<file path="config.mk">
export PLATFORM = sky130hd
export DESIGN_NAME = beep_pattern_gen
export DESIGN_NICKNAME = d
export VERILOG_FILES = /design/src/rtl/beep_pattern_gen.sv
export SDC_FILE = /design/constraint.sdc
export NUM_CORES = 1
export LEC_CHECK = 0
export BUFFER_PORTS_ARGS = -buffer_cell sky130_fd_sc_hd__buf_2
export CORE_MARGIN = 3
export CORE_UTILIZATION = 55
export CTS_CLUSTER_SIZE = 16
export DETAILED_ROUTE_END_ITERATION = 16
export PLACE_DENSITY_LB_ADDON = 0.08
export RECOVER_POWER = 100
export SLEW_MARGIN = 0
export SYNTH_ARGS = -nofsm -noshare
export SYNTH_HDL_FRONTEND = slang
export SYNTH_SLANG_ARGS = --single-unit
export TNS_END_PERCENT = 20
</file>
<file path="constraint.sdc">
create_clock -name sys_clk -period 2.2 [get_ports sys_clk]
set_input_delay 0.22 -clock sys_clk [delete_from_list [all_inputs] [get_ports sys_clk]]
set_output_delay 0.22 -clock sys_clk [all_outputs]
set_load 0.005 [all_outputs]
</file>
<file path="src/rtl/beep_pattern_gen.sv">
// Buzzer pattern player: each key_flag plays BEEP_NUM square-wave beeps separated by silences.
// Optional macro BEEP_RETRIG_EN lets a press during a pattern restart it from beep 0.
module beep_pattern_gen #(
   parameter int TONE_HALF = 4,
   parameter int ON_CYC    = 40,
   parameter int OFF_CYC   = 20,
   parameter int BEEP_NUM  = 2,
   parameter int CNT_W     = 16
) (
   input  logic sys_clk,
   input  logic sys_rst,
   input  logic key_flag,
   output logic beep,
   output logic busy,
   output logic done
);

   typedef enum logic [1:0] {
      IDLE = 2'd0,
      ON   = 2'd1,
      OFF  = 2'd2
   } state_t;

   localparam logic [CNT_W-1:0] ON_LAST   = CNT_W'(ON_CYC - 1);
   localparam logic [CNT_W-1:0] OFF_LAST  = CNT_W'(OFF_CYC - 1);
   localparam logic [CNT_W-1:0] TONE_LAST = CNT_W'(TONE_HALF - 1);
   localparam logic [7:0]       NUM_LAST  = 8'(BEEP_NUM - 1);

   state_t           state_q;
   logic [CNT_W-1:0] dur_q;
   logic [CNT_W-1:0] tone_q;
   logic [7:0]       num_q;
   logic             beep_q;
   logic             busy_q;
   logic             done_q;

   logic [CNT_W-1:0] dur_d;
   logic [CNT_W-1:0] tone_d;
   logic [7:0]       num_d;
   logic             retrig;

   assign dur_d  = dur_q + 1'b1;
   assign tone_d = tone_q + 1'b1;
   assign num_d  = num_q + 1'b1;

`ifdef BEEP_RETRIG_EN
   assign retrig = key_flag;
`else
   assign retrig = 1'b0;
`endif

   always_ff @(posedge sys_clk) begin
      if (sys_rst) begin
         state_q <= IDLE;
         dur_q   <= '0;
         tone_q  <= '0;
         num_q   <= '0;
         beep_q  <= 1'b0;
         busy_q  <= 1'b0;
         done_q  <= 1'b0;
      end else begin
         done_q <= 1'b0;
         case (state_q)
            IDLE: begin
               beep_q <= 1'b0;
               busy_q <= 1'b0;
               if (key_flag) begin
                  state_q <= ON;
                  dur_q   <= '0;
                  tone_q  <= '0;
                  num_q   <= '0;
                  beep_q  <= 1'b1;
                  busy_q  <= 1'b1;
               end
            end
            ON: begin
               if (retrig) begin
                  dur_q  <= '0;
                  tone_q <= '0;
                  num_q  <= '0;
                  beep_q <= 1'b1;
               end else begin
                  dur_q <= dur_d;
                  if (tone_q == TONE_LAST) begin
                     tone_q <= '0;
                     beep_q <= ~beep_q;
                  end else begin
                     tone_q <= tone_d;
                  end
                  // Last ON cycle: these later assignments override the tone update above.
                  if (dur_q == ON_LAST) begin
                     dur_q  <= '0;
                     tone_q <= '0;
                     num_q  <= num_d;
                     beep_q <= 1'b0;
                     if (num_q < NUM_LAST) begin
                        state_q <= OFF;
                     end else begin
                        state_q <= IDLE;
                        busy_q  <= 1'b0;
                        done_q  <= 1'b1;
                     end
                  end
               end
            end
            OFF: begin
               beep_q <= 1'b0;
               if (retrig) begin
                  state_q <= ON;
                  dur_q   <= '0;
                  tone_q  <= '0;
                  num_q   <= '0;
                  beep_q  <= 1'b1;
               end else if (dur_q == OFF_LAST) begin
                  state_q <= ON;
                  dur_q   <= '0;
                  tone_q  <= '0;
                  beep_q  <= 1'b1;
               end else begin
                  dur_q <= dur_d;
               end
            end
            default: begin
               state_q <= IDLE;
               beep_q  <= 1'b0;
               busy_q  <= 1'b0;
            end
         endcase
      end
   end

   assign beep = beep_q;
   assign busy = busy_q;
   assign done = done_q;

endmodule

</file>
After elaboration in Yosys (flattened, before gate mapping)
Cells that the tools add are included.
- multipliers: 0
- bitwise logic cells: 4
- div/mod/pow operators: 0
- $add $sub $neg: 3
- shift operators: 0
- equal/unequal tests: 10
- muxes and demuxes: 25
- $lt $le $gt $ge: 1
- reductions and logical operators: 9
- operators by type and width (operator ; number):
    16-bit 2-to-1 mux ; 6
    16-bit one-hot mux with 3 select lines ; 2
    16-bit by 1-bit adder with 16-bit output, second input constant ; 2
    16-bit by 2-bit equality test with 1-bit output, second input constant ; 1
    16-bit by 5-bit equality test with 1-bit output, second input constant ; 1
    16-bit by 6-bit equality test with 1-bit output, second input constant ; 1
    8-bit 2-to-1 mux ; 2
    8-bit one-hot mux with 2 select lines ; 1
    3-bit AND reduction ; 4
    8-bit by 1-bit adder with 8-bit output, second input constant ; 1
    8-bit by 1-bit less-than comparator with 1-bit output, second input constant ; 1
    2-bit 2-to-1 mux ; 4
    2-bit inequality test, second input constant ; 4
    1-bit 2-to-1 mux ; 7
    1-bit one-hot mux with 3 select lines ; 2
    2-bit one-hot mux with 3 select lines ; 1
    1-bit inverter ; 4
    3-bit inequality test, second input constant ; 1
    3-bit nonzero test ; 1
    3-bit OR reduction ; 1
    2-bit by 1-bit equality test with 1-bit output, second input constant ; 1
    2-bit equality test, second input constant ; 1
    2-bit zero test ; 1
    2-bit AND reduction ; 1
    2-bit nonzero test ; 1
- memories: 0
- register bits after elaboration: 45
- bits in writable memories: 0
- latch bits: 0
- word-level logic and storage cells: 59
- output and inout port bits: 3
- memory bits (read-only): 0

Depth between registers and ports, before layout
Gate-level depths: netlist (run 1).
- depth in word-level cells: 4
- depth in mapped cells: 9
- mapped depth without buffers: 7

Worst setup path before layout (run 1)
No wires, ideal clock.
- path kind: register to register
- start: register state_q[0]
- end: register tone_q[13]
- cell stages (with the launch flop): 9
- slack: 221 ps
- required time: 2130 ps
- arrival: 1909 ps
- buffers on the path: 1
- cells stage by stage: dfxtp_1 inv_1 ha_1 nand2b_1 buf_2 nand3_1 or2_2 or4_1 a21oi_1
- word-level cells in the longest chain between the ends: 3
- elaborated cells on any way between the ends: 8
- classes of those cells: eq/ne (4); mux (1); reduce/logical (3)
- RTL lines (what ; RTL line ; RTL):
    start, declared ; 29 ; state_t state_q;
    start signal, assigned ; 54 ; state_q <= IDLE;
    start signal, assigned ; 68 ; state_q <= ON;
    start signal, assigned ; 97 ; state_q <= OFF;
    2-bit equality test (tied with other cells) ; 63 ; case (state_q)
    2-bit inequality test (no source line) / 3-bit nonzero test (equally long branches) ; n/a ;
    3-bit AND reduction (no source line) ; n/a ;
    end signal, assigned ; 88 ; tone_q <= tone_d;
    end, declared ; 31 ; logic [CNT_W-1:0] tone_q;
Several ways; a longest one is shown, not always the timed one.
A chain may end at the register's enable or synchronous reset.

Final worst setup path (run 1)
- start: register dur_q[12]
- end: register num_q[7]
- word-level cells in the longest chain between the ends: 3
- RTL lines (what ; RTL line ; RTL):
    start, declared ; 30 ; logic [CNT_W-1:0] dur_q;
    start signal, assigned ; 83 ; dur_q <= dur_d;
    start signal, assigned ; 120 ; dur_q <= dur_d;
    16-bit by 6-bit equality test with 1-bit output ; 91 ; if (dur_q == ON_LAST) begin
    2-bit inequality test (no source line) ; n/a ;
    3-bit AND reduction (no source line) ; n/a ;
    end signal, assigned ; 94 ; num_q <= num_d;
    end, declared ; 32 ; logic [7:0] num_q;
Every way passes these cells.

==> impl_metrics.py, run 1 <==
metrics = {
    "finish": {
        "layout.nets": 306,
        "drive_gt1_share_pct": 14.9,
        "fin_util_pct": 65.8,
        "diodes": 0,
        "area_growth_pct": 12.0,
        "final_cell_mix": "dfxtp_1 (45), xnor2_1 (24), nor2_1 (22), nor3_1 (20), nand2_1 (18)",
        "design_area_um2": 2710,
        "fillCellCount": 375,
        "final_common_cell": "dfxtp_1",
    },
    "logic_synthesis": {
        "synth.cell_area_um2": 2420,
        "ys_seq_elements": 45,
        "synthFlopType": "dfxtp_1",
        "synth-async-reset-ratio_pct": 0,
        "yosys_warnings": 0,
        "synthDistinctLibCells": 52,
        "synth_edf_count": 0,
        "syn-num-nets": 284,
        "avgSynthCellArea_um2": 8.86,
        "syn_inst": 273,
        "synth-seq-area-share_pct": 37.2,
    },
    "grt": {
        "grt_max_degree": 25,
        "grt.total_usage_pct": 19.9,
        "grt_pass1_vias": 1773,
        "antenna_found_initial": 0,
        "overflow": 0,
        "grt_pass1_wl_um": 8300,
    },
    "detailed_routing": {
        "dr.first_iter.drc_count": 131,
        "ant_nets": 0,
        "via_per_inst": 5.87,
        "vias": 2024,
        "wl_um": 4840,
        "wl_per_cell_um": 14.0,
        "drt_first_pass_iters": 4,
        "drcViolationCount": 0,
    },
    "power": {
        "clkPwrFrac_pct": 23.4,
        "power.static_leakage_nw": 0.871,
        "p_comb_share_pct": 35.0,
        "internal_power_mw": 1.42,
        "total_power_mw": 2.21,
        "power_density_nw_per_um2": 818,
        "ir_worst_vdd_mv": 0.472,
        "p_seq_share_pct": 41.6,
        "sw_frac_of_total_pct": 35.8,
        "p_sw_mw": 0.793,
    },
    "critical_path": {
        "path_class": "flip-flop to flip-flop",
        "rr_worst_depth": 6,
        "rr_endpoint": "num_q[7]$_SDFFE_PP0P_",
        "cp.required_ps": 2380,
        "cp.arrival_ps": 2220,
        "critical_path.endpoint_type": "flip-flop",
        "r2r_start": "dur_q[12]$_SDFFE_PP0P_",
        "cp-start-kind": "flip-flop",
        "cp_max_fo": 5,
        "reg2reg_slack_ps": 150,
    },
    "clocking": {
        "cts_max_level": 2,
        "clk_path_buf_depth": 2,
        "cts_sinks": 45,
        "cts_buffers": 5,
        "clkLatencyLatePin_ps": 300,
        "cts_tree": "built",
        "clk_pin_slew_ps": 80,
        "postCtsHoldBufs": 0,
        "ctsRootBufferMaster": "clkbuf_8",
    },
    "die": {
        "die_h_um": 72.3,
        "num_rows": 23,
        "start_util_pct": 58.8,
        "num_io_pins": 6,
        "die_w_um": 72.3,
        "core_area_um2": 4120,
        "dieArea_um2": 5230,
    },
    "sta": {
        "maxSlewHeadroom_pct": 52.0,
        "worstMarginPinSlew_ps": 700,
        "fmax_mhz": 489,
        "finalSetupViolCount": 0,
        "drv_slew": 0,
        "grt_setup_unrepaired": "false",
        "worst_clock_skew_ps": 4.85,
        "hold_violations": 0,
        "fin_tns_setup_ps": 0,
        "finalCritPeriodShare_pct": 93.0,
        "layout_min_cycle_time_ps": 2050,
    },
    "hold_path": {
        "hold_start": "key_flag",
        "worstHoldPathCells": 3,
        "min_path_type": "input port to flip-flop",
        "min_to": "busy$_SDFFE_PP0P_",
    },
    "run": {
        "drv_cap": 0,
    },
    "placed_design": {
        "io_buffers": 5,
        "gp_congestion": 0.847,
        "dp_hpwl_um": 3460,
        "dpl-instance-area_um2": 2600,
    },
    "outcome": {
        "status": "finished clean",
    },
}
==> Yosys cell counts, drive strengths merged, types with 8 or more instances <==
library cell | count | area share, %
ha | 8 | 4.1
nor3 | 20 | 4.1
a211oi | 9 | 2.8
a2111oi | 8 | 4.2
xnor2 | 24 | 8.7
nand4 | 10 | 2.8
a21oi | 10 | 2.1
dfxtp | 45 | 37
nand3 | 17 | 3.5
nor2 | 22 | 3.4
xor2 | 9 | 3.3
nand2 | 18 | 2.8
inv | 10 | 1.6
==> how the worst max path moves through the flow <==
stage                                        from                      end  slack [ps]  cells after the start
after floorplan           state_q[0]$_SDFFE_PP0P_  tone_q[13]$_SDFFE_PP0P_         220                      8
after global placement      dur_q[0]$_SDFFE_PP0P_  tone_q[12]$_SDFFE_PP0P_         100                      6
after detailed placement    dur_q[0]$_SDFFE_PP0P_  tone_q[15]$_SDFFE_PP0P_          70                      6
after CTS                   dur_q[0]$_SDFFE_PP0P_  tone_q[15]$_SDFFE_PP0P_          50                      6
after global routing      state_q[0]$_SDFFE_PP0P_  tone_q[13]$_SDFFE_PP0P_          30                      7
final                      dur_q[12]$_SDFFE_PP0P_    num_q[7]$_SDFFE_PP0P_         150                      6
==> flip-flops by register name, indices dropped and copies added, names as in the netlist <==
name and count:
busy 1, beep 1, state_q 2, dur_q 16, done 1, tone_q 16, num_q 8
==> critical path, stage by stage, from the launching register on <==
cell	delay, ps
dfxtp_1	340
nor3_1	380
nand4_1	310
clkbuf_4	230
a2111oi_1	440
xnor2_1	170
nor2_1	50
==> metrics by stage <==
step                worst slack (ps)  hold slack (ps)  cells
detailed placement              67.4              475    336
global placement                98.0              473    336
CTS                             46.2              223    343
floorplan                        221              385    273
finish                           154              227    345
global route                    27.4              245    345
==> area by class of cell <==
cell class | instances | area, um2 | area share [%]
multi-input combinational | 207 | 1450 | 53.5
inverter | 10 | 37.5 | 1.39
sequential | 45 | 901 | 33.3
timing repair buffer | 26 | 171 | 6.33
tap | 50 | 62.6 | 2.31
clock buffer | 7 | 86.3 | 3.19
==> power groups by stage <==
stage / Sequential (mW) / Combinational [mW] / Clock (mW)
2_1_floorplan: 0.936 / 0.557 / 0
4_1_cts: 0.922 / 0.801 / 0.538
5_1_grt: 0.934 / 0.885 / 0.557
6_report: 0.922 / 0.774 / 0.518
3_3_place_gp: 0.940 / 0.790 / 0
3_5_place_dp: 0.941 / 0.798 / 0
==> metal layers <==
layer	part of all wire [%]	global-route usage, %	routed length, um
met1	53	28.7	2550
met2	41	27.8	2000
met3	4.7	4.71	226
met4	1.4	9.39	66
met5	0	0	0
==> kinds of logic after synthesis <==
kind of cell,share of synthesized area [%]
buffers and inverters,3.57
adders and majority gates,4.14
DFF,37.2
and+or+nand+nor,27.7
xor gates and xnor gates,12.0
muxes,1.29
AOI/OAI and AO/OA,14.1
==> timing repair <==
item / 4_1_cts / 5_1_grt
resized for setup: 0 / 5
buffers inserted: 0 / 2
endpoints found under the setup margin: 0 / 4
No activity file was read; power rests on OpenSTA's default activity.
==> run 2, diff against run 1 <==
Settings changed: GPL_TIMING_DRIVEN set to 0, SETUP_SLACK_MARGIN set to 0.3.
==> run 2 against run 1 <==
Sequential cell count is the same. Via count up 6.2%. Critical path depth rose by 1. Final area rose by 11%. Clock skew grew 1.1 ps. Global-route usage increased by 1.8 points. Core utilization up 7.5 points. Critical path type unchanged. Largest cell class unchanged. Register-to-register slack improved by 30 ps.
==> impl_metrics.py, run 2 (synthesis results as in run 1) <==
metrics = {
    "sta": {
        "grt_setup_unrepaired": "true",
        "fmax_mhz": 496,
        "layout_min_cycle_time_ps": 2020,
        "worstMarginPinSlew_ps": 612,
        "setup_ws_ps": 182,
        "drv_slew": 0,
        "finalSetupViolCount": 0,
        "fin_tns_setup_ps": 0,
        "hold_violations": 0,
        "worst_clock_skew_ps": 5.90,
        "finalCritPeriodShare_pct": 91.7,
        "maxSlewHeadroom_pct": 59.1,
    },
    "placed_design": {
        "gp_congestion": 0.837,
        "dpl-instance-area_um2": 2510,
        "place_ws_ps": -24.7,
        "dp_hpwl_um": 3570,
        "io_buffers": 5,
    },
    "critical_path": {
        "cpLargestDelayFamily": "simple AND/OR/NAND/NOR gates",
        "cp.buffers_inverters": 1,
        "rr_endpoint": "dur_q[13]$_SDFFE_PP0P_",
        "r2r_start": "state_q[1]$_SDFFE_PP0P_",
        "crit_cells": 7,
        "path_class": "flip-flop to flip-flop",
        "cp_max_fo": 6,
        "cp_slowest_cell": "or4_1",
        "path_cells": "inv_1 > ha_4 > nor2b_1 > or4_1 > nor3_2 > xnor2_1 > nor3_1",
        "rr_worst_depth": 7,
        "critical_path.endpoint_type": "flip-flop",
        "cp-start-kind": "flip-flop",
        "cp_slowest_stage_delay_ps": 600,
        "cp.required_ps": 2370,
        "reg2reg_slack_ps": 180,
        "cp.arrival_ps": 2180,
    },
    "die": {
        "start_util_pct": 58.8,
        "core_area_um2": 4120,
        "die_w_um": 72.3,
        "dieArea_um2": 5230,
        "die_h_um": 72.3,
        "num_io_pins": 6,
        "num_rows": 23,
    },
    "detailed_routing": {
        "ant_nets": 0,
        "drt_first_pass_iters": 4,
        "drcViolationCount": 0,
        "dr.first_iter.drc_count": 106,
        "via_per_inst": 6.11,
        "wl_um": 5780,
        "vias": 2149,
        "wl_per_cell_um": 16.4,
    },
    "clocking": {
        "cts_sinks": 45,
        "ctsRootBufferMaster": "clkbuf_8",
        "clkLatencyLatePin_ps": 290,
        "cts_tree": "built",
        "clk_path_buf_depth": 2,
        "clk_pin_slew_ps": 90,
        "cts_buffers": 5,
        "cts_max_level": 2,
    },
    "finish": {
        "layout.nets": 312,
        "fillCellCount": 311,
        "diodes": 0,
        "final_common_cell": "dfxtp_1",
        "fin_util_pct": 73.3,
        "top_regs": "dur_q x16, tone_q x16, num_q x8",
        "design_area_um2": 3020,
        "drive_gt1_share_pct": 27.2,
        "final_cell_mix": "dfxtp_1 (36), xnor2_1 (24), nor2_1 (21), nand2_1 (18), nor3_1 (18)",
        "area_growth_pct": 24.7,
    },
    "run": {
        "drv_cap": 0,
    },
    "outcome": {
        "status": "finished clean",
    },
    "power": {
        "sw_frac_of_total_pct": 35.4,
        "p_sw_mw": 0.932,
        "ir_worst_vdd_mv": 0.654,
        "clkPwrFrac_pct": 24.5,
        "p_comb_share_pct": 39.8,
        "power.static_leakage_nw": 0.931,
        "p_seq_share_pct": 35.7,
        "power_density_nw_per_um2": 872,
        "internal_power_mw": 1.70,
    },
    "grt": {
        "grt.total_usage_pct": 21.7,
        "overflow": 0,
        "grt_pass1_vias": 1996,
        "antenna_found_initial": 0,
        "grt_max_degree": 14,
        "grt_pass1_wl_um": 9150,
    },
    "hold_path": {
        "worstHoldPathCells": 3,
        "hold_start": "key_flag",
        "min_to": "busy$_SDFFE_PP0P_",
        "min_path_type": "input port to flip-flop",
    },
}
-- run 2: cell count changes in the layout (fill, tap and decap cells not counted), sizes merged --
cell | before | now
buf | 18 | 21
bufinv | 0 | 1
clkbuf | 15 | 18
-- run 2: worst max-delay path by stage --
stage	endpoint	from	slack, ps
after floorplan	busy$_SDFFE_PP0P_	num_q[0]$_SDFFE_PP0P_	300
after global placement	tone_q[11]$_SDFFE_PP0P_	dur_q[1]$_SDFFE_PP0P_	-20
after detailed placement	tone_q[6]$_SDFFE_PP0P_	dur_q[1]$_SDFFE_PP0P_	-20
after CTS	tone_q[13]$_SDFFE_PP0P_	state_q[0]$_SDFFE_PP0P_	190
after global routing	dur_q[8]$_SDFFE_PP0P_	state_q[1]$_SDFFE_PP0P_	70
final	dur_q[13]$_SDFFE_PP0P_	state_q[1]$_SDFFE_PP0P_	180
-- run 2: worst register-to-register path, stage by stage, from the launching register on --
cell	delay, ps
dfxtp_1	370
inv_1	110
ha_4	210
nor2b_1	220
or4_1	600
nor3_2	180
xnor2_1	140
nor3_1	60
-- run 2: final cells by class --
class                           count  area [um2]  area share, %
Clock inverter                      1        30.0          0.995
Buffer                             11        77.6           2.57
Clock buffer                        7        86.3           2.86
Multi-Input combinational cell    207        1670           55.5
Inverter                           10        37.5           1.24
Timing Repair Buffer               21         133           4.40
Tap cell                           50        62.6           2.07
Sequential cell                    45         917           30.4
-- run 2: through the flow --
stage                     hold WS, ps  power, mW  instances
after floorplan                   384       1.50        273
after global placement            471       1.68        328
after detailed placement          477       1.68        328
after CTS                         230       2.38        339
after global routing              266       2.77        352
final                             258       2.63        352
-- run 2: repair_timing --
item                       in CTS  in global routing
setup buffers                   3                 12
cloned                          0                  1
setup endpoints to repair      39                 40
pin swaps                       3                 15
gates resized for setup        22                 55
hold buffers                    0                  0
-- run 2: power by group through the flow --
stage          clock network (mW)  logic (mW)  registers [mW]
6_report                    0.645        1.05           0.940
2_1_floorplan                   0       0.565           0.938
3_3_place_gp                    0       0.730           0.947
3_5_place_dp                    0       0.732           0.949
4_1_cts                     0.656       0.794           0.935
5_1_grt                     0.684        1.14           0.950
-- run 2: metal layers --
metal | track usage [%] | share of wire, %
met1 | 31.2 | 49
met2 | 32.4 | 45
met3 | 4.71 | 4.3
met4 | 6.68 | 1.4
met5 | 0 | 0
==> run 3, diff against run 2 <==
Settings changed: ABC_AREA set to 1.
==> run 3 against run 2 <==
Worst setup slack better by 110 ps. Critical endpoint is now tone_q[10]$_SDFFE_PP0P_. Non-clock buffer count fell by 10. Core utilization fell by 7.9 points. Die area increased by 8.1%. Critical path type unchanged. Critical path depth up 4.
==> impl_metrics.py, run 3 <==
metrics = {
    "outcome": {
        "status": "finished clean",
    },
    "critical_path": {
        "cpLargestDelayFamily": "buffers and inverters",
        "cp_slowest_stage_delay_ps": 360,
        "cp_slowest_cell": "dfxtp_2",
        "rr_worst_depth": 11,
        "r2r_start": "state_q[0]$_SDFFE_PP0P_",
        "cp-start-kind": "flip-flop",
        "cp_max_fo": 5,
        "critical_path.endpoint_type": "flip-flop",
        "cp.buffers_inverters": 4,
        "cp.required_ps": 2400,
        "cp.arrival_ps": 2110,
        "reg2reg_slack_ps": 290,
        "path_class": "flip-flop to flip-flop",
        "path_cells": "inv_1 > ha_1 > inv_2 > nor2_2 > nor2_4 > inv_1 > a21oi_4 > buf_4 > nand2_1 > nor2_1 > nor2_1",
        "rr_endpoint": "tone_q[10]$_SDFFE_PP0P_",
    },
    "hold_path": {
        "min_to": "done$_SDFF_PP0_",
        "min_path_type": "input port to flip-flop",
        "worstHoldPathCells": 2,
        "hold_start": "sys_rst",
    },
    "detailed_routing": {
        "vias": 2457,
        "ant_nets": 0,
        "drt_first_pass_iters": 4,
        "via_per_inst": 5.27,
        "dr.first_iter.drc_count": 114,
        "drcViolationCount": 0,
        "wl_um": 5590,
        "wl_per_cell_um": 12.0,
    },
    "logic_synthesis": {
        "syn_inst": 391,
        "synth_top_family_by_area": "simple AND/OR/NAND/NOR gates",
        "synthDistinctLibCells": 33,
        "ys_seq_elements": 45,
        "synthFlopType": "dfxtp_1",
        "synth-async-reset-ratio_pct": 0,
        "synth.cell_area_um2": 2630,
        "synth_top_area_cell": "dfxtp_1",
        "avgSynthCellArea_um2": 6.73,
        "synth-seq-area-share_pct": 34.2,
        "syn-num-nets": 402,
        "synth_compound_area_share_pct": 8.89,
        "netlist_top_cells_count": "nand2_1 (87), nor2_1 (62), dfxtp_1 (45), inv_1 (45), nand3_1 (35)",
        "synthSimpleGateAreaFrac_pct": 40.3,
        "synth_fa_ha_area_share_pct": 3.80,
        "synth_top_cells_by_area": "dfxtp_1 (34%), nand2_1 (12%), nor2_1 (8.8%), nand3_1 (6.7%), inv_1 (6.4%)",
        "synth_mux_area_share_pct": 0.380,
        "yosysTopAreaCellShare_pct": 34.2,
        "synth_edf_count": 0,
        "synth_xor_area_share_pct": 3.33,
        "yosys_warnings": 0,
        "yosys.cell_count.top_type": "nand2_1",
    },
    "finish": {
        "drive_gt1_share_pct": 13.5,
        "layout.nets": 425,
        "diodes": 0,
        "seqCellArea_um2": 906,
        "area_growth_pct": 11.2,
        "fillCellCount": 415,
        "fin_util_pct": 65.4,
        "top_regs": "dur_q x16, tone_q x16, num_q x8",
        "multiInputGateArea_um2": 1480,
        "final_cell_mix": "nand2_1 (91), nor2_1 (69), inv_1 (46), dfxtp_1 (41), nand3_1 (35)",
        "design_area_um2": 2930,
        "final_common_cell": "nand2_1",
    },
    "sta": {
        "maxSlewHeadroom_pct": 71.2,
        "worst_clock_skew_ps": 7.40,
        "fin_tns_setup_ps": 0,
        "hold_ws_ps": 250,
        "layout_min_cycle_time_ps": 1910,
        "finalCritPeriodShare_pct": 86.7,
        "finalSetupViolCount": 0,
        "setup_ws_ps": 292,
        "grt_setup_unrepaired": "true",
        "hold_violations": 0,
        "fmax_mhz": 524,
        "drv_slew": 0,
        "worstMarginPinSlew_ps": 432,
    },
    "clocking": {
        "cts_max_level": 2,
        "clk_pin_slew_ps": 90,
        "clk_path_buf_depth": 2,
        "cts_tree": "built",
        "cts_buffers": 5,
        "ctsRootBufferMaster": "clkbuf_8",
        "postCtsHoldBufs": 0,
        "clkLatencyLatePin_ps": 300,
        "cts_sinks": 45,
    },
    "die": {
        "num_rows": 24,
        "start_util_pct": 58.8,
        "num_io_pins": 6,
        "dieArea_um2": 5650,
        "core_area_um2": 4470,
        "die_w_um": 75.2,
        "die_h_um": 75.2,
    },
    "placed_design": {
        "dpl-instance-area_um2": 2720,
        "io_buffers": 5,
        "place_ws_ps": 321,
        "gp_congestion": 0.893,
        "dp_hpwl_um": 3970,
    },
    "grt": {
        "grt.total_usage_pct": 20.8,
        "antenna_found_initial": 0,
        "grt_pass1_wl_um": 9120,
        "grt_max_degree": 14,
        "grt_pass1_vias": 2174,
        "overflow": 0,
    },
    "power": {
        "power.static_leakage_nw": 1.20,
        "ir_worst_vdd_mv": 0.429,
        "power_density_nw_per_um2": 898,
    },
    "run": {
        "drv_cap": 0,
    },
}
-- run 3: cell count changes in the layout (fill, tap and decap cells not counted), sizes merged, moves of 6 or more --
cell / previous run / this run
nor3: 20 / 11
nand3: 17 / 35
nor2: 22 / 78
a211oi: 9 / 0
nor4: 7 / 1
clkbuf: 18 / 7
a2111oi: 8 / 0
inv: 10 / 47
a21oi: 10 / 22
nand2: 18 / 98
o21ai: 2 / 12
nand3b: 0 / 6
xnor2: 24 / 3
-- run 3: per-stage QoR --
stage          power [mW]  instances
4_1_cts              2.47        455
6_report             2.63        466
5_1_grt              2.77        466
3_3_place_gp         1.83        448
2_1_floorplan        1.64        391
3_5_place_dp         1.85        448
-- run 3: worst max-delay path by stage --
stage                                  startpoint                      end  slack [ps]  depth (start not counted)
after floorplan           state_q[0]$_SDFFE_PP0P_   dur_q[15]$_SDFFE_PP0P_         560                         10
after global placement    state_q[0]$_SDFFE_PP0P_   dur_q[13]$_SDFFE_PP0P_         360                         10
after detailed placement  state_q[1]$_SDFFE_PP0P_  tone_q[14]$_SDFFE_PP0P_         320                         10
after CTS                 state_q[0]$_SDFFE_PP0P_   dur_q[13]$_SDFFE_PP0P_         310                         10
after global routing        dur_q[0]$_SDFFE_PP0P_   tone_q[8]$_SDFFE_PP0P_         140                         10
final                     state_q[0]$_SDFFE_PP0P_  tone_q[10]$_SDFFE_PP0P_         290                         11
-- run 3: layer usage --
layer / vias to the layer above / share of wire, % / track usage, %
met5: - / 0 / 0
li1: 1289 / - / -
met4: 0 / 2.0 / 7.18
met2: 29 / 50 / 38.0
met1: 1126 / 45 / 23.8
met3: 13 / 2.1 / 4.54
-- run 3: power breakdown --
part           internal [mW]  switching, mW  total [mW]
Combinational          0.440          0.643        1.08
Sequential             0.878         0.0536       0.931
Clock                  0.330          0.282       0.613
-- run 3: cell families (layout without fill, tap and decap cells) --
group | Yosys count | in the layout
flip-flops | 45 | 45
adder cells (fa/ha/maj) | 8 | 8
XOR/XNOR | 10 | 10
buffers and inverters | 54 | 76
AO/OA/AOI/OAI | 39 | 40
AND/OR/NAND/NOR | 234 | 234
multiplexers | 1 | 1
-- run 3: cell type report --
class / instances / area share (%)
tap: 52 / 2.22
sequential: 45 / 31.0
inverter: 47 / 6.03
clock buffer: 5 / 2.35
multi-input combinational: 293 / 50.7
buffer: 7 / 2.52
timing repair buffer: 15 / 3.98
clock inverter: 2 / 1.20
-- run 3: what timing repair did --
item	4_1_cts	5_1_grt
pin swaps	0	3
gates cloned	0	2
setup endpoints to repair	2	32
buffers inserted	0	9
gates resized for setup	1	15
